===== src/rtl/ex_pkg.sv =====
// Shared definitions for the EX-stage multiply/divide unit: op codes and FSM states.
package ex_pkg;

  localparam int NB_MD_OP = 3;

  localparam logic [NB_MD_OP-1:0] MD_NOP   = 3'b000;
  localparam logic [NB_MD_OP-1:0] MD_MULT  = 3'b001;
  localparam logic [NB_MD_OP-1:0] MD_MULTU = 3'b010;
  localparam logic [NB_MD_OP-1:0] MD_DIV   = 3'b011;
  localparam logic [NB_MD_OP-1:0] MD_DIVU  = 3'b100;
  localparam logic [NB_MD_OP-1:0] MD_MTHI  = 3'b101;
  localparam logic [NB_MD_OP-1:0] MD_MTLO  = 3'b110;
  localparam logic [NB_MD_OP-1:0] MD_MADD  = 3'b111;

  typedef enum logic [1:0] {
    ST_IDLE = 2'd0,
    ST_CALC = 2'd1,
    ST_FIX  = 2'd2
  } state_t;

endpackage


===== src/rtl/muldiv_datapath.sv =====
// Iterative magnitude datapath: shift-add multiply / restoring divide, STEP bits per
// cycle, plus the combinational sign-fix stage that produces the HI/LO results.
module muldiv_datapath #(
  parameter int NB_DATA = 32,
  parameter int STEP    = 1
) (
  input  logic               clk_i,
  input  logic               rst_n_i,
  input  logic               load_i,
  input  logic               calc_i,
  input  logic               is_div_i,
  input  logic               is_signed_i,
  input  logic [NB_DATA-1:0] a_i,
  input  logic [NB_DATA-1:0] b_i,
  output logic [NB_DATA-1:0] res_hi_o,
  output logic [NB_DATA-1:0] res_lo_o
);

  logic [NB_DATA-1:0]   acc_hi, acc_lo, opnd, a_raw;
  logic [NB_DATA-1:0]   step_hi, step_lo, mag_a, mag_b, quo, rem;
  logic                 is_div, neg_main, neg_rem, div_zero, sign_a, sign_b;
  logic [NB_DATA:0]     shifted, sum;
  logic [NB_DATA+1:0]   trial;
  logic [2*NB_DATA-1:0] prod;

  assign sign_a = is_signed_i & a_i[NB_DATA-1];
  assign sign_b = is_signed_i & b_i[NB_DATA-1];
  assign mag_a  = sign_a ? -a_i : a_i;
  assign mag_b  = sign_b ? -b_i : b_i;

  // acc_hi/acc_lo hold {product high, multiplier} for multiply and {remainder, quotient} for divide
  always_ff @(posedge clk_i or negedge rst_n_i) begin
    if (!rst_n_i) begin
      acc_hi   <= '0;
      acc_lo   <= '0;
      opnd     <= '0;
      a_raw    <= '0;
      is_div   <= 1'b0;
      neg_main <= 1'b0;
      neg_rem  <= 1'b0;
      div_zero <= 1'b0;
    end else if (load_i) begin
      acc_hi   <= '0;
      acc_lo   <= is_div_i ? mag_a : mag_b;
      opnd     <= is_div_i ? mag_b : mag_a;
      a_raw    <= a_i;
      is_div   <= is_div_i;
      neg_main <= sign_a ^ sign_b;
      neg_rem  <= sign_a;
      div_zero <= is_div_i & (b_i == '0);
    end else if (calc_i) begin
      acc_hi <= step_hi;
      acc_lo <= step_lo;
    end
  end

  always_comb begin
    step_hi = acc_hi;
    step_lo = acc_lo;
    shifted = '0;
    trial   = '0;
    sum     = '0;
    for (int unsigned i = 0; i < STEP; i++) begin
      if (is_div) begin
        shifted = {step_hi, step_lo[NB_DATA-1]};
        trial   = {1'b0, shifted} - {2'b00, opnd};
        step_lo = {step_lo[NB_DATA-2:0], ~trial[NB_DATA+1]};
        step_hi = trial[NB_DATA+1] ? shifted[NB_DATA-1:0] : trial[NB_DATA-1:0];
      end else begin
        sum     = {1'b0, step_hi} + (step_lo[0] ? {1'b0, opnd} : '0);
        step_lo = {sum[0], step_lo[NB_DATA-1:1]};
        step_hi = sum[NB_DATA:1];
      end
    end
  end

  assign prod = neg_main ? -{acc_hi, acc_lo} : {acc_hi, acc_lo};
  assign quo  = neg_main ? -acc_lo : acc_lo;
  assign rem  = neg_rem  ? -acc_hi : acc_hi;

  always_comb begin
    {res_hi_o, res_lo_o} = prod;
    if (is_div) begin
      if (div_zero) begin
        res_hi_o = a_raw;
        res_lo_o = '1;
      end else begin
        res_hi_o = rem;
        res_lo_o = quo;
      end
    end
  end

endmodule


===== src/rtl/ex_muldiv_unit.sv =====
// EX-stage multiply/divide unit with HI/LO registers, busy/stall and flush handling.
// Optional MADD accumulate (op 111) is enabled by defining MULDIV_MADD_EN.
module ex_muldiv_unit #(
  parameter int NB_DATA  = 32,
  parameter int NB_MD_OP = 3,
  parameter int STEP     = 1
) (
  input  logic                clk_i,
  input  logic                rst_n_i,
  input  logic                start_i,
  input  logic [NB_MD_OP-1:0] md_op_i,
  input  logic [NB_DATA-1:0]  data_a_i,
  input  logic [NB_DATA-1:0]  data_b_i,
  input  logic                rd_hilo_i,
  input  logic                flush_i,
  output logic [NB_DATA-1:0]  hi_o,
  output logic [NB_DATA-1:0]  lo_o,
  output logic                busy_o,
  output logic                stall_o,
  output logic                done_o
);
  import ex_pkg::*;

  localparam int unsigned ITERS = NB_DATA / STEP;
  localparam int          CNT_W = $clog2(ITERS + 1);

  state_t               state, state_nx;
  logic [CNT_W-1:0]     cnt;
  logic [NB_DATA-1:0]   hi_q, lo_q, res_hi, res_lo;
  logic [2*NB_DATA-1:0] wb;
  logic                 start_ok, accept, md_madd;

  assign start_ok = (state == ST_IDLE) & start_i & ~flush_i;

`ifdef MULDIV_MADD_EN
  logic madd_q;

  assign md_madd = (md_op_i == MD_MADD);
  assign wb      = madd_q ? ({hi_q, lo_q} + {res_hi, res_lo}) : {res_hi, res_lo};

  always_ff @(posedge clk_i or negedge rst_n_i) begin
    if (!rst_n_i)    madd_q <= 1'b0;
    else if (accept) madd_q <= md_madd;
  end
`else
  assign md_madd = 1'b0;
  assign wb      = {res_hi, res_lo};
`endif

  assign accept = start_ok & ((md_op_i == MD_MULT) | (md_op_i == MD_MULTU) |
                              (md_op_i == MD_DIV)  | (md_op_i == MD_DIVU) | md_madd);

  muldiv_datapath #(
    .NB_DATA (NB_DATA),
    .STEP    (STEP)
  ) u_datapath (
    .clk_i       (clk_i),
    .rst_n_i     (rst_n_i),
    .load_i      (accept),
    .calc_i      (state == ST_CALC),
    .is_div_i    ((md_op_i == MD_DIV) | (md_op_i == MD_DIVU)),
    .is_signed_i ((md_op_i == MD_MULT) | (md_op_i == MD_DIV) | md_madd),
    .a_i         (data_a_i),
    .b_i         (data_b_i),
    .res_hi_o    (res_hi),
    .res_lo_o    (res_lo)
  );

  always_ff @(posedge clk_i or negedge rst_n_i) begin
    if (!rst_n_i) state <= ST_IDLE;
    else          state <= state_nx;
  end

  always_comb begin
    state_nx = state;
    case (state)
      ST_IDLE: if (accept) state_nx = ST_CALC;
      ST_CALC: begin
        if (flush_i)                 state_nx = ST_IDLE;
        else if (cnt == CNT_W'(1))   state_nx = ST_FIX;
      end
      ST_FIX:  state_nx = ST_IDLE;
      default: state_nx = ST_IDLE;
    endcase
  end

  always_ff @(posedge clk_i or negedge rst_n_i) begin
    if (!rst_n_i)               cnt <= '0;
    else if (accept)            cnt <= CNT_W'(ITERS);
    else if (state == ST_CALC)  cnt <= cnt - CNT_W'(1);
  end

  always_ff @(posedge clk_i or negedge rst_n_i) begin
    if (!rst_n_i) begin
      hi_q <= '0;
      lo_q <= '0;
    end else if (state == ST_FIX && !flush_i) begin
      {hi_q, lo_q} <= wb;
    end else if (start_ok && md_op_i == MD_MTHI) begin
      hi_q <= data_a_i;
    end else if (start_ok && md_op_i == MD_MTLO) begin
      lo_q <= data_a_i;
    end
  end

  assign hi_o    = hi_q;
  assign lo_o    = lo_q;
  assign busy_o  = (state != ST_IDLE);
  assign stall_o = busy_o & (start_i | rd_hilo_i);
  assign done_o  = (state == ST_FIX) & ~flush_i;

endmodule

===== config.mk =====
export PLATFORM = sky130hd
export DESIGN_NAME = ex_muldiv_unit
export DESIGN_NICKNAME = d
export VERILOG_FILES = /design/src/rtl/ex_pkg.sv /design/src/rtl/muldiv_datapath.sv /design/src/rtl/ex_muldiv_unit.sv
export SDC_FILE = /design/constraint.sdc
export NUM_CORES = 1
export LEC_CHECK = 0
export CAP_MARGIN = 25
export CELL_PAD_IN_SITES_DETAIL_PLACEMENT = 2
export CELL_PAD_IN_SITES_GLOBAL_PLACEMENT = 2
export CORE_MARGIN = 4
export CORE_UTILIZATION = 36
export DETAILED_ROUTE_END_ITERATION = 8
export PLACE_DENSITY_LB_ADDON = 0.1
export SYNTH_ARGS = -nofsm -noshare
export SYNTH_HDL_FRONTEND = slang
export SYNTH_HIERARCHICAL = 1
export SYNTH_SLANG_ARGS = --single-unit

===== constraint.sdc =====
create_clock -name clk_i -period 4.1 [get_ports clk_i]
set_input_delay 0.615 -clock clk_i [delete_from_list [all_inputs] [get_ports clk_i]]
set_output_delay 0.615 -clock clk_i [all_outputs]
set_load 0.1 [all_outputs]

==> results of run 1 <==
## layout make-up
class	count	area (um2)	share of cell area, %
well taps	664	831	3.88
inverters	78	297	1.39
multi-input cells	1846	11900	55.4
clock inverters	15	195	0.912
flip-flops and latches	204	5110	23.9
clock buffers	32	703	3.29
repair buffers	269	2410	11.3
## per-stage QoR
| step | utilization, % | std cells | hold slack, ns |
|---|---|---|---|
| after detailed placement | 41.7 | 3061 | 0.499 |
| after global routing | 43.5 | 3108 | 0.158 |
| after CTS | 43.5 | 3108 | 0.143 |
| after global placement | 41.7 | 3060 | 0.485 |
| after floorplan | - | 2306 | 0.319 |
| final | 43.5 | 3108 | 0.0982 |
## per-layer routing
metal	part of all wire [%]	vias to the layer above
li1	-	8577
met1	43	9870
met2	45	633
met3	6.5	166
met4	5.1	0
met5	0	-
## what timing repair did
action,in CTS,in global routing
setup endpoints to repair,0,6
resized for setup,0,4
hold buffers,0,0
## power breakdown
group	switching [W]	internal [W]	total (W)	leakage, nW
registers	0.000997	0.00272	0.00372	2.54
logic	0.00695	0.00357	0.0105	5.83
clock network	0.00101	0.00147	0.00248	0.441
## flip-flops by register name, summed over array words and instances (netlist names)
register,cells
u_datapath/a_raw,32
u_datapath/neg_main,1
u_datapath/div_zero,1
u_datapath/acc_lo,32
u_datapath/neg_rem,1
lo_o,32
u_datapath/opnd,32
state,2
u_datapath/acc_hi,32
cnt,6
u_datapath/is_div,1
hi_o,32
## cells in the mapped netlist, types with 11 or more instances
library cell / number / share of area (%)
o21bai_1: 11 / 0.46
nor4_1: 13 / 0.45
clkbuf_1: 142 / 3.0
o21a_1: 14 / 0.59
nor2_1: 235 / 4.9
mux2_2: 44 / 2.8
nand3_1: 27 / 0.75
xor2_1: 82 / 4.0
nor3_1: 35 / 0.98
o21ai_0: 261 / 7.3
and3_1: 16 / 0.56
o41ai_1: 11 / 0.54
nand2b_1: 14 / 0.49
buf_1: 19 / 0.40
a21o_1: 26 / 1.1
or4_1: 19 / 0.79
a31oi_1: 17 / 0.59
mux2i_1: 74 / 4.1
nand2_1: 211 / 4.4
ha_1: 70 / 4.9
dfrtp_1: 204 / 28
inv_1: 75 / 1.6
a41oi_1: 65 / 3.2
a21oi_1: 231 / 6.4
a22oi_1: 15 / 0.63
nor2b_1: 16 / 0.56
o211ai_1: 42 / 1.8
nand4_1: 13 / 0.45
xnor2_1: 94 / 4.6
a211oi_1: 13 / 0.54
o31ai_1: 26 / 1.1
or3_1: 23 / 0.80
## cell families (layout without fill, tap and decap cells)
kind of cell,after synthesis,count (layout),synth area share [%]
compound gates,800,800,27.5
xor+xnor,176,176,8.59
fa+ha+maj,72,72,5.10
buf+inv,256,394,5.63
flops,204,204,28.4
mux,118,118,6.89
simple gates,680,680,17.9
## path summary, 6_finish.rpt
| check | cells after the start | start | slack (ns) | end |
|---|---|---|---|---|
| max | 12 | u_datapath/acc_lo[14] | 0.19 | hi_o[13] |
| min | 1 | rst_n_i | 0.1 | u_datapath/a_raw[28] |
| max reg2reg | 12 | u_datapath/acc_lo[14] | 0.19 | hi_o[13] |
| min reg2reg | 1 | u_datapath/a_raw[30] | 0.51 | u_datapath/a_raw[30] |
| max in group asynchronous | 2 | rst_n_i | 3.06 | u_datapath/acc_hi[10] |
| min in group clk_i | 1 | u_datapath/a_raw[30] | 0.51 | u_datapath/a_raw[30] |
==> flow_summary.ini, run 1 <==
[status]
outcome = finished, final reports clean

[global_routing]
top_usage_layer = met2
grt_start_max_net_pins = 112
overflow = 0
grt_pass1_wl_um = 132000
met1_usage_pct = 43.1
grt_usage_pct = 32.0
grt_pass1_vias = 20500
grtUsageMet2_pct = 50.7
antenna_found_initial = 0
met3_usage_pct = 5.38

[placed_design]
dpl.hpwl_um = 67100
io_buffers = 138
place.gp.congestion = 0.933
pre_cts_slack_ns = 0.116
placed_cell_area_um2 = 20500

[setup_path]
endpoint_kind = flop
worstPathCellList = or4_4, nor4_2, nand4_1, or4_1, buf_4, nor2_1, nand2_1, nand2_1, xor2_1, o21ai_0, nor2_1, a21oi_1
max_stage_delay_ns = 0.68
crit_buf_inv = 1
arrival_ns = 4.39
cp_max_fo = 10
cp.required_ns = 4.58
critPathLaunchType = flop
critPathTopFamily = simple AND/OR/NAND/NOR gates
cp_slowest_cell = or4_1
path_class = flop to flop

[clock_tree]
clockRootBuffer = clkbuf_16
cts_tree = yes
numClockSinks = 204
cts_setup_buffers = 0
clock_latency_ns = 0.57
cts_buffers = 26
max-clock-path-buffers = 3
path_clk_slew_ns = 0.06
cts_htree_levels = 1

[layout]
final_common_cell = o21ai_0
design_area_um2 = 21400
drive_gt1_share_pct = 10.9
layout.nets = 2569
nFillCells = 5591
diodes = 0
final_cell_mix = o21ai_0, nor2_1, a21oi_1
synthToLayoutAreaGrowth_pct = 19.3

[sta]
fin_tns_setup_ns = 0
setup_viol = 0
max_slew_margin_pct = 27.1
timing.final.ws_setup_ns = 0.191
slew_violations = 0
post-route-min-period_ns = 3.91
max_slew.worst_pin.slew_ns = 1.09
clock_skew_ns = 0.0185
hold_viol = 0
fmax_ghz = 0.256
finalCritPeriodShare_pct = 95.3
rsz0062_at_grt = no

[drt]
drt-vias-per-instance = 6.19
route.vias.total = 19200
route.detailed.drc = 0
drt_iter0_markers = 1628
wire_per_inst_um = 28.3
drt_wl_total_um = 87800
ant_nets = 0
first_pass_iters = 5

[synthesis]
ys_ff_latch = 204
synth_edf_count = 0
synth_top_flop_cell = dfrtp_1
syn_inst = 2306
synthArstFlopShare_pct = 100
seq_area_frac_synth_pct = 28.4
ys_types = 87
synthesis.nets = 2450
synth_area_um2 = 17900
yosys_warnings = 6
avgSynthCellArea_um2 = 7.78

[floorplanning]
row_count = 81
die-area_um2 = 53500
fp.dieH_um = 231
start_util_pct = 36.5
core_um2 = 49200
die_w_um = 231
io_pins = 139

[pwr]
ir_drop_uv = 277
leakage_nw = 8.81
power.total_w = 0.0167
power.density_nw_per_um2 = 781

[worst_hold_path]
hold_class = primary input to async pin

[run]
maxCapViolCount = 0
No activity file was read; power rests on OpenSTA's default activity.
==> run 2, diff against run 1 <==
--- a/config.mk
+++ b/config.mk
@@ -6,12 +6,9 @@
 export NUM_CORES = 1
 export LEC_CHECK = 0
 export CAP_MARGIN = 25
-export CELL_PAD_IN_SITES_DETAIL_PLACEMENT = 2
-export CELL_PAD_IN_SITES_GLOBAL_PLACEMENT = 2
 export CORE_MARGIN = 4
-export CORE_UTILIZATION = 36
+export CORE_UTILIZATION = 40
 export DETAILED_ROUTE_END_ITERATION = 8
-export PLACE_DENSITY_LB_ADDON = 0.1
 export SYNTH_ARGS = -nofsm -noshare
 export SYNTH_HDL_FRONTEND = slang
 export SYNTH_HIERARCHICAL = 1
==> flow_summary.ini, run 2 (synthesis results as in run 1) <==
[layout]
final_cell_mix = o21ai_0, nor2_1, a21oi_1
nFillCells = 4374
design_area_um2 = 21400
final_common_cell = o21ai_0
seq_area_um2 = 5110
drive_gt1_share_pct = 11.2
multi_input_area_um2 = 11800
synthToLayoutAreaGrowth_pct = 19.3
diodes = 0
layout.nets = 2579

[floorplanning]
die-area_um2 = 48300
row_count = 77
die_w_um = 220
core_um2 = 44300
start_util_pct = 40.5
fp.dieH_um = 220
io_pins = 139

[global_routing]
antenna_found_initial = 0
overflow = 0
grt_start_max_net_pins = 85
grt_usage_pct = 28.2
grt_pass1_wl_um = 106000
grt_pass1_vias = 17300

[placed_design]
place.gp.congestion = 0.936
io_buffers = 138
pre_cts_slack_ns = -0.164
dpl.hpwl_um = 53400
placed_cell_area_um2 = 20400

[clock_tree]
cts_htree_levels = 1
cts_resized = 0
path_clk_slew_ns = 0.06
clock_latency_ns = 0.57
numClockSinks = 204
cts_buffers = 26
cts_setup_buffers = 0
clockRootBuffer = clkbuf_16
cts_tree = yes
max-clock-path-buffers = 3
ctsHoldBuffers = 0

[setup_path]
critPathLaunchType = flop
endpoint_kind = flop
cp.required_ns = 4.57
r2r-start = u_datapath/opnd[3]
timing.rr.end = u_datapath/acc_hi[0]
rr_worst_depth = 14
regToRegSetupSlack_ns = 0.31
path_class = flop to flop
arrival_ns = 4.26
cp_max_fo = 9

[pwr]
p_int_w = 0.00791
p_sw_share_pct = 51.2
power.density_nw_per_um2 = 757
p_seq_share_pct = 21.1
leakage_nw = 8.89
p_sw_w = 0.00830
comb_power_share_pct = 63.0
clkPwrFrac_pct = 15.9
ir_drop_uv = 522

[drt]
drt-vias-per-instance = 6.05
ant_nets = 0
route.detailed.drc = 0
wire_per_inst_um = 23.3
drt_wl_total_um = 70900
drt_iter0_markers = 1883
first_pass_iters = 7
route.vias.total = 18400

[worst_hold_path]
hold_class = primary input to async pin

[sta]
timing.final.ws_setup_ns = 0.312
rsz0062_at_grt = no
finalCritPeriodShare_pct = 92.4
clock_skew_ns = 0.0116
hold_viol = 0
max_slew.worst_pin.slew_ns = 1.01
post-route-min-period_ns = 3.79
setup_viol = 0
max_slew_margin_pct = 32.3
fmax_ghz = 0.264
slew_violations = 0

[status]
outcome = finished, final reports clean

[run]
maxCapViolCount = 0
## run 2: per-layer routing
metal	track usage, %	up-vias	part of all wire (%)
li1	-	8624	-
met1	39.2	8898	43
met2	42.8	778	43
met3	5.47	138	8.7
met4	12.4	0	4.9
met5	0	-	0
## run 2: how the worst max path moves through the flow
stage	start	to	slack, ns	cells past startpoint
after detailed placement	data_a_i[12]	u_datapath/opnd[20]	-0.16	9
final	u_datapath/opnd[3]	u_datapath/acc_hi[0]	0.31	14
after global routing	u_datapath/acc_lo[0]	u_datapath/acc_hi[30]	0.00005	13
after floorplan	u_datapath/acc_lo[0]	u_datapath/acc_hi[28]	0.66	13
after global placement	data_a_i[12]	u_datapath/opnd[20]	-0.13	9
after CTS	u_datapath/opnd[3]	u_datapath/acc_hi[0]	0.29	14
## run 2: worst max-delay path, stage by stage (launching register included)
cell       delay (ns)
dfrtp_1          0.32
inv_1            0.08
ha_1             0.39
nand3_1          0.13
a21oi_1          0.20
o31ai_1          0.12
buf_4            0.15
a2111oi_0        0.60
o2111ai_1        0.24
buf_4            0.20
a21bo_2          0.28
nand3_1          0.20
buf_4            0.26
mux2_2           0.36
o221ai_1         0.16
## run 2: through the flow
step	cells	setup TNS, ns	util, %	hold slack (ns)	total power (W)
final	3047	0	48.3	0.0702	0.0162
after global routing	3047	0	48.3	0.131	0.0172
after CTS	3044	0	48.2	0.108	0.0161
after detailed placement	2996	-0.210	46.1	0.491	0.0135
after global placement	2993	-0.131	46.1	0.483	0.0134
after floorplan	2306	0	-	0.319	0.0104
## run 2: cell type report
type	count	area share, %
inverters	78	1.37
repair buffers	279	11.6
clock inverters	15	1.13
multi-input cells	1846	55.4
flip-flops and latches	204	23.9
well taps	592	3.46
clock buffers	33	3.26
## run 2: power groups by stage
stage / Clock (W) / Combinational, W / Sequential (W)
floorplan: 0 / 0.00556 / 0.00485
global placement: 0 / 0.00995 / 0.00342
detailed placement: 0 / 0.0100 / 0.00344
CTS: 0.00262 / 0.0101 / 0.00341
global route: 0.00269 / 0.0110 / 0.00352
finish: 0.00258 / 0.0102 / 0.00342
